$ cat src/rtl/risc16_pkg.sv
// Shared RISC16 definitions: opcodes, ALUOp and pc_src encodings, control FSM states.
// Used by the main control FSM and by the ALU control decoder.
package risc16_pkg;

  localparam int unsigned OPC_W    = 4;
  localparam int unsigned ALUOP_W  = 2;
  localparam int unsigned PCSRC_W  = 2;

  localparam logic [OPC_W-1:0] OPC_LD    = 4'b0000;
  localparam logic [OPC_W-1:0] OPC_ST    = 4'b0001;
  localparam logic [OPC_W-1:0] OPC_ILL_A = 4'b1010;
  localparam logic [OPC_W-1:0] OPC_BEQ   = 4'b1011;
  localparam logic [OPC_W-1:0] OPC_BNE   = 4'b1100;
  localparam logic [OPC_W-1:0] OPC_JMP   = 4'b1101;
  localparam logic [OPC_W-1:0] OPC_ILL_E = 4'b1110;
  localparam logic [OPC_W-1:0] OPC_ILL_F = 4'b1111;

  localparam logic [ALUOP_W-1:0] ALUOP_R   = 2'b00;
  localparam logic [ALUOP_W-1:0] ALUOP_BR  = 2'b01;
  localparam logic [ALUOP_W-1:0] ALUOP_MEM = 2'b10;

  localparam logic [PCSRC_W-1:0] PC_SRC_SEQ = 2'b00;
  localparam logic [PCSRC_W-1:0] PC_SRC_BR  = 2'b01;
  localparam logic [PCSRC_W-1:0] PC_SRC_JMP = 2'b10;

  typedef enum logic [2:0] {
    ST_IDLE   = 3'd0,
    ST_FETCH  = 3'd1,
    ST_DECODE = 3'd2,
    ST_EXEC   = 3'd3,
    ST_MEM    = 3'd4,
    ST_WB     = 3'd5,
    ST_TRAP   = 3'd6
  } state_t;

endpackage

$ cat src/rtl/main_control_fsm_if.sv
// Control bus between the main control FSM (master) and the datapath/memory side (slave).
interface main_control_fsm_if;
  import risc16_pkg::*;

  logic [OPC_W-1:0]   opcode;
  logic               alu_zero;
  logic               mem_ready;
  logic [ALUOP_W-1:0] ALUOp;
  logic               imem_rd;
  logic               dmem_rd;
  logic               dmem_wr;
  logic               ir_we;
  logic               pc_we;
  logic               reg_we;
  logic               alu_out_we;
  logic [PCSRC_W-1:0] pc_src;
  logic               reg_dst;
  logic               alu_src;
  logic               mem_to_reg;
  logic               retire;
  logic               trap;

  modport master (
    input  opcode, alu_zero, mem_ready,
    output ALUOp, imem_rd, dmem_rd, dmem_wr, ir_we, pc_we, reg_we, alu_out_we,
           pc_src, reg_dst, alu_src, mem_to_reg, retire, trap
  );

  modport slave (
    output opcode, alu_zero, mem_ready,
    input  ALUOp, imem_rd, dmem_rd, dmem_wr, ir_we, pc_we, reg_we, alu_out_we,
           pc_src, reg_dst, alu_src, mem_to_reg, retire, trap
  );

endinterface

$ cat src/rtl/opcode_class_decode.sv
// Combinational opcode classifier; every opcode not named explicitly is R-type (0010-1001).
module opcode_class_decode
  import risc16_pkg::*;
(
  input  logic [OPC_W-1:0] opcode,
  output logic             is_ld,
  output logic             is_st,
  output logic             is_r,
  output logic             is_br,
  output logic             is_bne,
  output logic             is_jmp,
  output logic             is_illegal
);

  always_comb begin
    is_ld      = 1'b0;
    is_st      = 1'b0;
    is_r       = 1'b0;
    is_br      = 1'b0;
    is_bne     = 1'b0;
    is_jmp     = 1'b0;
    is_illegal = 1'b0;
    case (opcode)
      OPC_LD:  is_ld = 1'b1;
      OPC_ST:  is_st = 1'b1;
      OPC_BEQ: is_br = 1'b1;
      OPC_BNE: begin
        is_br  = 1'b1;
        is_bne = 1'b1;
      end
      OPC_JMP: is_jmp = 1'b1;
      OPC_ILL_A, OPC_ILL_E, OPC_ILL_F: is_illegal = 1'b1;
      default: is_r = 1'b1;
    endcase
  end

endmodule

$ cat src/rtl/main_control_fsm.sv
// Multi-cycle RISC16 main control: FETCH/DECODE/EXEC/MEM/WB sequencing with memory stalls.
// Optional RISC16_ILLEGAL_TRAP_EN: illegal opcodes lock the FSM in TRAP instead of retiring as NOP.
module main_control_fsm
  import risc16_pkg::*;
(
  input  logic                clk,
  input  logic                reset,
  main_control_fsm_if.master  bus
);

  state_t state;
  state_t state_nxt;

  logic is_ld, is_st, is_r, is_br, is_bne, is_jmp, is_illegal;

  opcode_class_decode u_decode (
    .opcode     (bus.opcode),
    .is_ld      (is_ld),
    .is_st      (is_st),
    .is_r       (is_r),
    .is_br      (is_br),
    .is_bne     (is_bne),
    .is_jmp     (is_jmp),
    .is_illegal (is_illegal)
  );

  // State register; reset abandons any in-flight instruction.
  always_ff @(posedge clk or posedge reset) begin
    if (reset) state <= ST_IDLE;
    else       state <= state_nxt;
  end

  // Next-state logic; mem_ready only matters in FETCH and MEM.
  always_comb begin
    state_nxt = state;
    case (state)
      ST_IDLE:   state_nxt = ST_FETCH;
      ST_FETCH:  if (bus.mem_ready) state_nxt = ST_DECODE;
      ST_DECODE: state_nxt = ST_EXEC;
      ST_EXEC: begin
        if (is_ld || is_st)   state_nxt = ST_MEM;
        else if (is_r)        state_nxt = ST_WB;
`ifdef RISC16_ILLEGAL_TRAP_EN
        else if (is_illegal)  state_nxt = ST_TRAP;
`endif
        else                  state_nxt = ST_FETCH;
      end
      ST_MEM:    if (bus.mem_ready) state_nxt = is_ld ? ST_WB : ST_FETCH;
      ST_WB:     state_nxt = ST_FETCH;
`ifdef RISC16_ILLEGAL_TRAP_EN
      ST_TRAP:   state_nxt = ST_TRAP;
`endif
      default:   state_nxt = ST_IDLE;
    endcase
  end

  // Output decode from registered state plus opcode/alu_zero/mem_ready.
  always_comb begin
    bus.ALUOp      = ALUOP_R;
    bus.imem_rd    = 1'b0;
    bus.dmem_rd    = 1'b0;
    bus.dmem_wr    = 1'b0;
    bus.ir_we      = 1'b0;
    bus.pc_we      = 1'b0;
    bus.reg_we     = 1'b0;
    bus.alu_out_we = 1'b0;
    bus.pc_src     = PC_SRC_SEQ;
    bus.reg_dst    = 1'b0;
    bus.alu_src    = 1'b0;
    bus.mem_to_reg = 1'b0;
    bus.retire     = 1'b0;
    bus.trap       = 1'b0;
    case (state)
      ST_FETCH: begin
        bus.imem_rd = 1'b1;
        bus.ir_we   = bus.mem_ready;
        bus.pc_we   = bus.mem_ready;
      end
      ST_EXEC: begin
        if (is_ld || is_st) begin
          bus.ALUOp      = ALUOP_MEM;
          bus.alu_src    = 1'b1;
          bus.alu_out_we = 1'b1;
        end else if (is_r) begin
          bus.ALUOp      = ALUOP_R;
          bus.alu_out_we = 1'b1;
        end else if (is_br) begin
          bus.ALUOp  = ALUOP_BR;
          bus.pc_src = PC_SRC_BR;
          bus.pc_we  = bus.alu_zero ^ is_bne;
          bus.retire = 1'b1;
        end else if (is_jmp) begin
          bus.pc_we  = 1'b1;
          bus.pc_src = PC_SRC_JMP;
          bus.retire = 1'b1;
        end else begin
`ifndef RISC16_ILLEGAL_TRAP_EN
          bus.retire = is_illegal;
`endif
        end
      end
      ST_MEM: begin
        bus.ALUOp   = ALUOP_MEM;
        bus.dmem_rd = is_ld;
        bus.dmem_wr = is_st;
        bus.retire  = is_st && bus.mem_ready;
      end
      ST_WB: begin
        bus.reg_we = 1'b1;
        bus.retire = 1'b1;
        if (is_ld) begin
          bus.ALUOp      = ALUOP_MEM;
          bus.mem_to_reg = 1'b1;
        end else begin
          bus.reg_dst = 1'b1;
        end
      end
`ifdef RISC16_ILLEGAL_TRAP_EN
      ST_TRAP:   bus.trap = 1'b1;
`endif
      default: ;
    endcase
  end

endmodule

$ cat src/flat_wrapper.sv
// flat-port wrapper written by rule: the top's interface ports become plain ports
module main_control_fsm_flat import risc16_pkg::*;
  (clk, reset, bus_opcode, bus_alu_zero, bus_mem_ready, bus_ALUOp, bus_imem_rd, bus_dmem_rd, bus_dmem_wr, bus_ir_we, bus_pc_we, bus_reg_we, bus_alu_out_we, bus_pc_src, bus_reg_dst, bus_alu_src, bus_mem_to_reg, bus_retire, bus_trap);
  main_control_fsm_if bus_i ();
  input  logic clk;
  input  logic reset;
  input wire logic [$bits(bus_i.opcode)-1:0] bus_opcode;
  input wire logic [$bits(bus_i.alu_zero)-1:0] bus_alu_zero;
  input wire logic [$bits(bus_i.mem_ready)-1:0] bus_mem_ready;
  output wire logic [$bits(bus_i.ALUOp)-1:0] bus_ALUOp;
  output wire logic [$bits(bus_i.imem_rd)-1:0] bus_imem_rd;
  output wire logic [$bits(bus_i.dmem_rd)-1:0] bus_dmem_rd;
  output wire logic [$bits(bus_i.dmem_wr)-1:0] bus_dmem_wr;
  output wire logic [$bits(bus_i.ir_we)-1:0] bus_ir_we;
  output wire logic [$bits(bus_i.pc_we)-1:0] bus_pc_we;
  output wire logic [$bits(bus_i.reg_we)-1:0] bus_reg_we;
  output wire logic [$bits(bus_i.alu_out_we)-1:0] bus_alu_out_we;
  output wire logic [$bits(bus_i.pc_src)-1:0] bus_pc_src;
  output wire logic [$bits(bus_i.reg_dst)-1:0] bus_reg_dst;
  output wire logic [$bits(bus_i.alu_src)-1:0] bus_alu_src;
  output wire logic [$bits(bus_i.mem_to_reg)-1:0] bus_mem_to_reg;
  output wire logic [$bits(bus_i.retire)-1:0] bus_retire;
  output wire logic [$bits(bus_i.trap)-1:0] bus_trap;
  assign bus_i.opcode = bus_opcode;
  assign bus_i.alu_zero = bus_alu_zero;
  assign bus_i.mem_ready = bus_mem_ready;
  assign bus_ALUOp = bus_i.ALUOp;
  assign bus_imem_rd = bus_i.imem_rd;
  assign bus_dmem_rd = bus_i.dmem_rd;
  assign bus_dmem_wr = bus_i.dmem_wr;
  assign bus_ir_we = bus_i.ir_we;
  assign bus_pc_we = bus_i.pc_we;
  assign bus_reg_we = bus_i.reg_we;
  assign bus_alu_out_we = bus_i.alu_out_we;
  assign bus_pc_src = bus_i.pc_src;
  assign bus_reg_dst = bus_i.reg_dst;
  assign bus_alu_src = bus_i.alu_src;
  assign bus_mem_to_reg = bus_i.mem_to_reg;
  assign bus_retire = bus_i.retire;
  assign bus_trap = bus_i.trap;
  main_control_fsm u_core (.clk(clk), .reset(reset), .bus(bus_i));
endmodule
$ cat config.mk
export PLATFORM = sky130hd
export DESIGN_NAME = main_control_fsm_flat
export DESIGN_NICKNAME = d
export VERILOG_FILES = /design/src/rtl/risc16_pkg.sv /design/src/rtl/main_control_fsm_if.sv /design/src/rtl/opcode_class_decode.sv /design/src/rtl/main_control_fsm.sv /design/src/flat_wrapper.sv
export SDC_FILE = /design/constraint.sdc
export NUM_CORES = 1
export LEC_CHECK = 0
export ABC_AREA = 1
export CAP_MARGIN = 20
export CORE_UTILIZATION = 30
export CTS_CLUSTER_SIZE = 24
export DETAILED_ROUTE_END_ITERATION = 16
export MAX_ROUTING_LAYER = met4
export PLACE_DENSITY = 0.73
export SKIP_LAST_GASP = 1
export SYNTH_ARGS = -nofsm -noshare
export SYNTH_HDL_FRONTEND = slang
export SYNTH_SLANG_ARGS = --single-unit
$ cat constraint.sdc
create_clock -name clk -period 1.87 [get_ports clk]
set_clock_uncertainty 0.1 [all_clocks]
set_input_delay 0.187 -clock clk [delete_from_list [all_inputs] [get_ports clk]]
set_output_delay 0.187 -clock clk [all_outputs]
set_load 0.05 [all_outputs]
==> results of run 1 <==
[cells in the mapped netlist]
library cell,n
sky130_fd_sc_hd__o211ai_1,1
sky130_fd_sc_hd__o21ai_0,2
sky130_fd_sc_hd__inv_2,6
sky130_fd_sc_hd__nor4_1,1
sky130_fd_sc_hd__nor2_4,3
sky130_fd_sc_hd__nand3_2,1
sky130_fd_sc_hd__nor2_1,4
sky130_fd_sc_hd__a21oi_1,1
sky130_fd_sc_hd__buf_4,2
sky130_fd_sc_hd__nor2_2,1
sky130_fd_sc_hd__a22oi_1,1
sky130_fd_sc_hd__nand2_1,17
sky130_fd_sc_hd__nand4_1,1
sky130_fd_sc_hd__o21ai_1,2
sky130_fd_sc_hd__nand3_1,6
sky130_fd_sc_hd__conb_1,1
sky130_fd_sc_hd__inv_1,15
sky130_fd_sc_hd__nand3_4,1
sky130_fd_sc_hd__nor3_1,1
sky130_fd_sc_hd__dfrtp_1,3
sky130_fd_sc_hd__nand2_2,5
[area by class of cell]
class | instances | area [um2]
Clock buffer | 4 | 26.3
Tap cell | 15 | 18.8
Multi-Input combinational cell | 49 | 295
Timing Repair Buffer | 22 | 370
Sequential cell | 3 | 75.1
Fill cell | 104 | 469
Inverter | 21 | 78.8
[worst max-delay path: cells and delay by family]
kind	cells	cell delay, ns
AOI/OAI and AO/OA	1	0.26
buffers and inverters	3	0.85
and+or+nand+nor	2	0.18
[final timing paths]
path,from,end,cells after the start
worst min-delay path,reset,u_core.state[0]$_DFFE_PP0P_,2
min in group clk,bus_mem_ready,u_core.state[0]$_DFFE_PP0P_,2
worst max register to register,u_core.state[1]$_DFFE_PP0P_,u_core.state[0]$_DFFE_PP0P_,6
worst max-delay path,bus_opcode[3],bus_pc_src[0],6
worst min register to register,u_core.state[1]$_DFFE_PP0P_,u_core.state[1]$_DFFE_PP0P_,2
max in group asynchronous,reset,u_core.state[1]$_DFFE_PP0P_,2
[per-layer routing]
metal	global-route usage	routed length, um
met5	-	0
met4	0.0667	31
met3	0.0333	34
met2	0.282	570
met1	0.196	475
[power groups by stage]
stage | Combinational (mW) | Sequential, mW | Clock, mW
floorplan | 0.537 | 0.129 | 0
global placement | 0.882 | 0.133 | 0
detailed placement | 0.895 | 0.136 | 0
CTS | 0.896 | 0.135 | 0.117
global route | 0.944 | 0.136 | 0.124
finish | 0.890 | 0.135 | 0.118
[logic make-up (layout without fill, tap and decap cells)]
kind of cell	Yosys count	after routing	synth area share
simple gates	41	41	0.514
flops	3	3	0.171
buf+inv	23	47	0.214
compound gates	7	7	0.0914
other cells	1	1	0.00856
[cell usage in the layout (no fill, tap or decap), types with 2 or more instances in the layout]
cell type / Yosys / routed
sky130_fd_sc_hd__nand2_2: 5 / 5
sky130_fd_sc_hd__clkdlybuf4s50_1: 0 / 7
sky130_fd_sc_hd__nor2_4: 3 / 4
sky130_fd_sc_hd__inv_2: 6 / 6
sky130_fd_sc_hd__nand2_1: 17 / 17
sky130_fd_sc_hd__o21ai_0: 2 / 2
sky130_fd_sc_hd__nor2_1: 4 / 3
sky130_fd_sc_hd__dfrtp_1: 3 / 3
sky130_fd_sc_hd__inv_1: 15 / 15
sky130_fd_sc_hd__clkbuf_4: 0 / 3
sky130_fd_sc_hd__nand3_1: 6 / 6
sky130_fd_sc_hd__buf_12: 0 / 15
==> results by group, run 1 <==
Setup path
  – Worst Path Required: 1.58 ns
  – Largest stage delay on the critical path: 0.58 ns
  – Setup Crit Path Kind: input pin to primary output
  – Ordered list of cells on the worst path: clkdlybuf4s50_1 > nand2_1 > inv_1 > nand2_1 > a21oi_2 > buf_12
  – Largest fanout on the critical path: 5
  – Data arrival time of the critical path: 1.48 ns
  – Critical-path top delay cell: sky130_fd_sc_hd__clkdlybuf4s50_1
  – Critical Path Sink Type: primary output
  – Startpoint type of the worst setup path: input pin
  – Reg2Reg Setup Slack: 0.69 ns
  – Most numerous cell on the critical path: sky130_fd_sc_hd__nand2_1

Timing
  – Final Worst Setup Slack: 0.0983 ns
  – Final-report hold violation count: 0
  – Final setup fails: 0
  – RSZ-0062 raised after global routing: false
  – Slew Viols, Final: 0
  – Sum Neg Setup Slack: 0 ns
  – Min cycle time layout: 1.77 ns
  – Highest achievable clock rate: 0.564 GHz
  – Worst hold slack: 0.0185 ns
  – Ratio of final minimum period to clock period: 0.947

Global routing
  – Maximum number of pins on one net before global-route repair: 6
  – Via count of the first global-routing pass: 512
  – Leftover overflow at the end of global routing: 0
  – Initial antenna violation count: 0
  – Global routing usage summed across all routing layers: 0.168
  – Global-route wire length before repair: 1840 um

Layout
  – Top flop regs: u_core.state (3)
  – Signed area change from the synthesized netlist to the final layout: 97.4%
  – Post-layout util: 0.648
  – Largest register by flop count: u_core.state
  – Final cell count without fillers: 114
  – Antenna Diode Count: 0
  – Share of cells above drive strength 1: 0.404
  – Final standard cell area without fillers: 865 um2
  – Number of flip-flops under the largest register name: 3
  – # nets final: 108

Floorplanning
  – Top-Level Pins: 24
  – Starting utilization of the core area: 0.328
  – Area enclosed by the die boundary: 1620 um2
  – Floorplan die width: 40.2 um
  – Row count: 13
  – Area inside the core boundary: 1330 um2
  – Die Ht: 40.2 um

Synth
  – Largest cells by area after synthesis: sky130_fd_sc_hd__dfrtp_1 17%, sky130_fd_sc_hd__nand2_1 15%, sky130_fd_sc_hd__inv_1 13%, sky130_fd_sc_hd__nor2_4 7.7%, sky130_fd_sc_hd__nand2_2 7.1%
  – Avg Synthesized Cell Area: 5.84 um2
  – Cell type contributing the most total cell area after synthesis: sky130_fd_sc_hd__dfrtp_1
  – Number of nets produced by synthesis: 83
  – Mapped Area: 438 um2
  – Yosys reg bits: 3
  – Proportion of netlist area held by the largest area contributor: 0.171
  – Total of warnings raised by yosys: 0
  – Count of different cell masters after synthesis: 21
  – Seq/Total Area, Yosys: 0.171
  – Number of standard cells after synthesis: 75

Power
  – Seq pwr share: 0.118
  – Cell leakage power: 0.447 nW
  – Portion of total power attributed to the clock network: 0.103
  – Power density normalized to cell area: 1320 nW/um2
  – Proportion of power drawn by combinational gates: 0.779
  – Total power after layout: 1.14 mW
  – Net switching power: 606 uW
  – Switching power share of the total: 0.530
  – IR drop worst, VDD: 0.900 mV
  – Internal Dissipation: 536 uW

Placement
  – Routability congestion estimate: 0.918
  – Number of buffer cells added on primary ports: 22
  – Minimum setup slack after placement: 0.0952 ns
  – Placed cell area: 838 um2
  – DP Wirelength: 1000 um
  – Instance count after placement with tap cells included: 110

Clock tree
  – Number of buffers inserted by post-CTS setup repair: 0
  – Clock tree from TritonCTS: built
  – Clock-pin slew on the worst setup and hold paths: 0.04 ns
  – CTS H-tree lvls: 1
  – Insertion delay of the later-clocked pin in the worst-skew pair: 0.24 ns
  – Post-CTS Hold Fix Bufs: 0
  – Clock buffer count from CTS: 3
  – Count of instances resized after the clock tree is built: 0
  – Clock Sinks: 3
  – Maximum count of clock buffers along a single path: 2
  – Clock root buffer: sky130_fd_sc_hd__clkbuf_4

Drt
  – Vias: 545
  – DRT Wirelength: 1110 um
  – First DRT Iteration DRCs: 13
  – Number of remaining DRC errors: 0
  – Number of nets with antenna violations after detailed routing: 0
  – Drt via density: 4.78
  – Per-cell routed wire length: 9.75 um
  – Length of the first detailed-routing pass in iterations: 4

Worst hold path
  – Worst min-delay path class: input pin to async pin

Job
  – Maximum capacitance violations: 0

Outcome
  – Run status: completed
Power figures use the tool's default switching activity.
==> run 2, diff against run 1 <==
--- a/config.mk
+++ b/config.mk
@@ -8,6 +8,7 @@
 export ABC_AREA = 1
 export CAP_MARGIN = 20
 export CORE_UTILIZATION = 30
+export CTS_CLUSTER_DIAMETER = 30
 export CTS_CLUSTER_SIZE = 24
 export DETAILED_ROUTE_END_ITERATION = 16
 export MAX_ROUTING_LAYER = met4
==> results of run 2 <==
Same layout as run 1: the final DEF is identical, and so are final timing and power.
==> run 3, diff against run 2 <==
--- a/config.mk
+++ b/config.mk
@@ -12,7 +12,7 @@
 export CTS_CLUSTER_SIZE = 24
 export DETAILED_ROUTE_END_ITERATION = 16
 export MAX_ROUTING_LAYER = met4
-export PLACE_DENSITY = 0.73
+export PLACE_DENSITY = 0.75
 export SKIP_LAST_GASP = 1
 export SYNTH_ARGS = -nofsm -noshare
 export SYNTH_HDL_FRONTEND = slang
==> constraint.sdc (replaced) <==
create_clock -name clk -period 1.55 [get_ports clk]
set_clock_uncertainty 0.1 [all_clocks]
set_input_delay 0.155 -clock clk [delete_from_list [all_inputs] [get_ports clk]]
set_output_delay 0.155 -clock clk [all_outputs]
set_load 0.05 [all_outputs]
==> run 3 against run 2 <==
Net effect:
- the flow now finishes with violations (setup timing)
- first-iteration DRC count stayed put
- core utilization up 23 points
- highest routed layer unchanged
- non-clock buffer count is 22 higher
- largest cell class unchanged
- die area unchanged
- clock-buffer cell count unchanged
- clock power increased by 25%
- critical endpoint is now bus_ALUOp[1]
- register-to-register slack got worse by 0.63 ns
- power rose by 63%
==> results by group, run 3 (same netlist as run 1, synthesis figures left out) <==
Drt
  – Length of the first detailed-routing pass in iterations: 4
  – Number of remaining DRC errors: 0
  – First DRT Iteration DRCs: 13
  – DRT Wirelength: 2130 um
  – Vias: 671
  – Drt via density: 4.93
  – Per-cell routed wire length: 15.6 um
  – Number of nets with antenna violations after detailed routing: 0

Setup path
  – Critical-path top delay cell: sky130_fd_sc_hd__dfrtp_1
  – Worst Path Required: 1.29 ns
  – Startpoint type of the worst setup path: flip-flop
  – Largest fanout on the critical path: 4
  – End of the worst register-to-register path: u_core.state[2]$_DFFE_PP0P_
  – Crit path buf inv count: 3
  – FF-to-FF path depth: 9
  – Largest stage delay on the critical path: 0.41 ns
  – Data arrival time of the critical path: 1.40 ns
  – Critical path's top delay family: flip-flops
  – Reg2Reg Setup Slack: 0.06 ns
  – Most numerous cell on the critical path: sky130_fd_sc_hd__nand3_4
  – Worst r2r src: u_core.state[1]$_DFFE_PP0P_
  – Launch point of the worst path: u_core.state[1]$_DFFE_PP0P_
  – Critical Path Sink Type: primary output
  – Ordered list of cells on the worst path: inv_4 > buf_4 > nor2_4 > nand3_4 > nand3_4 > buf_12
  – Setup Crit Path Kind: flip-flop to primary output

Power
  – Seq pwr share: 0.089
  – Net switching power: 978 uW
  – Switching power share of the total: 0.524
  – Power density normalized to cell area: 1600 nW/um2
  – Proportion of power drawn by combinational gates: 0.832
  – Portion of total power attributed to the clock network: 0.080
  – Total power after layout: 1.86 mW
  – Internal Dissipation: 887 uW
  – IR drop worst, VDD: 1.78 mV
  – Cell leakage power: 0.593 nW

Layout
  – Number of flip-flops under the largest register name: 3
  – Antenna Diode Count: 0
  – Footprint of the multi-input gates: 403 um2
  – Final cell count without fillers: 136
  – Leading cell types in the layout, fill and taps excluded: 19 x sky130_fd_sc_hd__buf_4, 16 x sky130_fd_sc_hd__buf_12, 14 x sky130_fd_sc_hd__nand2_1, 9 x sky130_fd_sc_hd__inv_1, 8 x sky130_fd_sc_hd__inv_2
  – Share of cells above drive strength 1: 0.636
  – # nets final: 130
  – Final standard cell area without fillers: 1160 um2
  – Most common cell after layout, fill and taps aside: sky130_fd_sc_hd__buf_4
  – Register cell area after layout: 77.6 um2
  – Number of fill cells: 59
  – Signed area change from the synthesized netlist to the final layout: 166%
  – Largest register by flop count: u_core.state
  – Post-layout util: 0.873
  – Top flop regs: u_core.state (3)

Timing
  – Worst hold slack: 0.460 ns
  – RSZ-0062 raised after global routing: true
  – Highest achievable clock rate: 0.604 GHz
  – Min cycle time layout: 1.65 ns
  – Slew Viols, Final: 0
  – Ratio of final minimum period to clock period: 1.07
  – Final setup fails: 9
  – Final-report hold violation count: 0
  – Final Worst Setup Slack: -0.105 ns

Floorplanning
  – Top-Level Pins: 24
  – Die Ht: 40.2 um
  – Floorplan die width: 40.2 um
  – Starting utilization of the core area: 0.328
  – Area enclosed by the die boundary: 1620 um2
  – Area inside the core boundary: 1330 um2
  – Row count: 13

Clock tree
  – Clock Sinks: 3
  – Clock buffer count from CTS: 3
  – Clock root buffer: sky130_fd_sc_hd__clkbuf_4
  – Insertion delay of the later-clocked pin in the worst-skew pair: 0.25 ns
  – Clock-pin slew on the worst setup and hold paths: 0.04 ns
  – Maximum count of clock buffers along a single path: 2
  – Clock tree from TritonCTS: built
  – CTS H-tree lvls: 1

Global routing
  – Via count of the first global-routing pass: 565
  – Initial antenna violation count: 0
  – Maximum number of pins on one net before global-route repair: 6
  – Global-route wire length before repair: 2440 um
  – Global routing usage summed across all routing layers: 0.249
  – Leftover overflow at the end of global routing: 0

Worst hold path
  – Worst min-delay path class: input pin to flip-flop
  – WHS Endpoint: u_core.state[0]$_DFFE_PP0P_
  – Origin of the worst min-delay path: bus_mem_ready
  – Hold-critical path depth: 2

Placement
  – Routability congestion estimate: 0.743
  – Instance count after placement with tap cells included: 118
  – DP Wirelength: 1140 um
  – Number of buffer cells added on primary ports: 22
  – Placed cell area: 937 um2

Outcome
  – Violated checks: setup timing
  – Run status: finished, violations left

Job
  – Maximum capacitance violations: 0
## run 3: cell types whose count changed in the layout (fill, tap and decap cells not counted), moves of 4 or more
cell / change
sky130_fd_sc_hd__buf_4: +19
sky130_fd_sc_hd__clkdlybuf4s50_1: -4
sky130_fd_sc_hd__dlygate4sd2_1: +4
sky130_fd_sc_hd__inv_1: -6
sky130_fd_sc_hd__nand2_4: +4
sky130_fd_sc_hd__nand3_1: -4
sky130_fd_sc_hd__nand3_4: +4
## run 3: routing by layer
metal,routed length [um],up-vias,GRT usage
met3,74,9,0.0556
met4,86,0,0.183
met1,774,319,0.224
met5,0,-,-
met2,1190,25,0.452
li1,-,318,-
## run 3: area by class of cell
class,instances,area share
timing repair buffer,44,0.472
multi-input combinational,49,0.346
tap,15,0.0161
sequential,3,0.0666
clock buffer,4,0.0226
inverter,21,0.0773
## run 3: worst max-delay path by stage
stage	end	slack [ns]	cells past startpoint
after floorplan	bus_pc_src[1]	-0.25	3
after global placement	bus_ALUOp[0]	-0.1	6
after detailed placement	bus_ALUOp[0]	-0.12	6
after CTS	bus_retire	-0.07	6
after global routing	bus_retire	-0.14	6
final	bus_ALUOp[1]	-0.10	6
## run 3: metrics by stage
step / TNS [ns] / setup WS [ns]
detailed placement: -0.678 / -0.121
finish: -0.517 / -0.105
global placement: -0.542 / -0.0967
floorplan: -0.289 / -0.254
CTS: -0.274 / -0.0681
global route: -0.890 / -0.144
## run 3: repair_timing
| action | 4_1_cts | 5_1_grt |
|---|---|---|
| endpoints found under the hold margin | 3 | 0 |
| pin swaps | 6 | 7 |
| buffers inserted | 9 | 4 |
| resized for setup | 22 | 7 |
| setup endpoints to repair | 12 | 10 |
| hold buffers | 1 | 0 |
## run 3: power by group through the flow
stage,logic [mW],clock network [mW],registers [mW]
floorplan,0.679,0,0.156
global placement,1.13,0,0.159
detailed placement,1.16,0,0.163
CTS,1.39,0.151,0.154
global route,1.60,0.154,0.165
finish,1.55,0.148,0.166
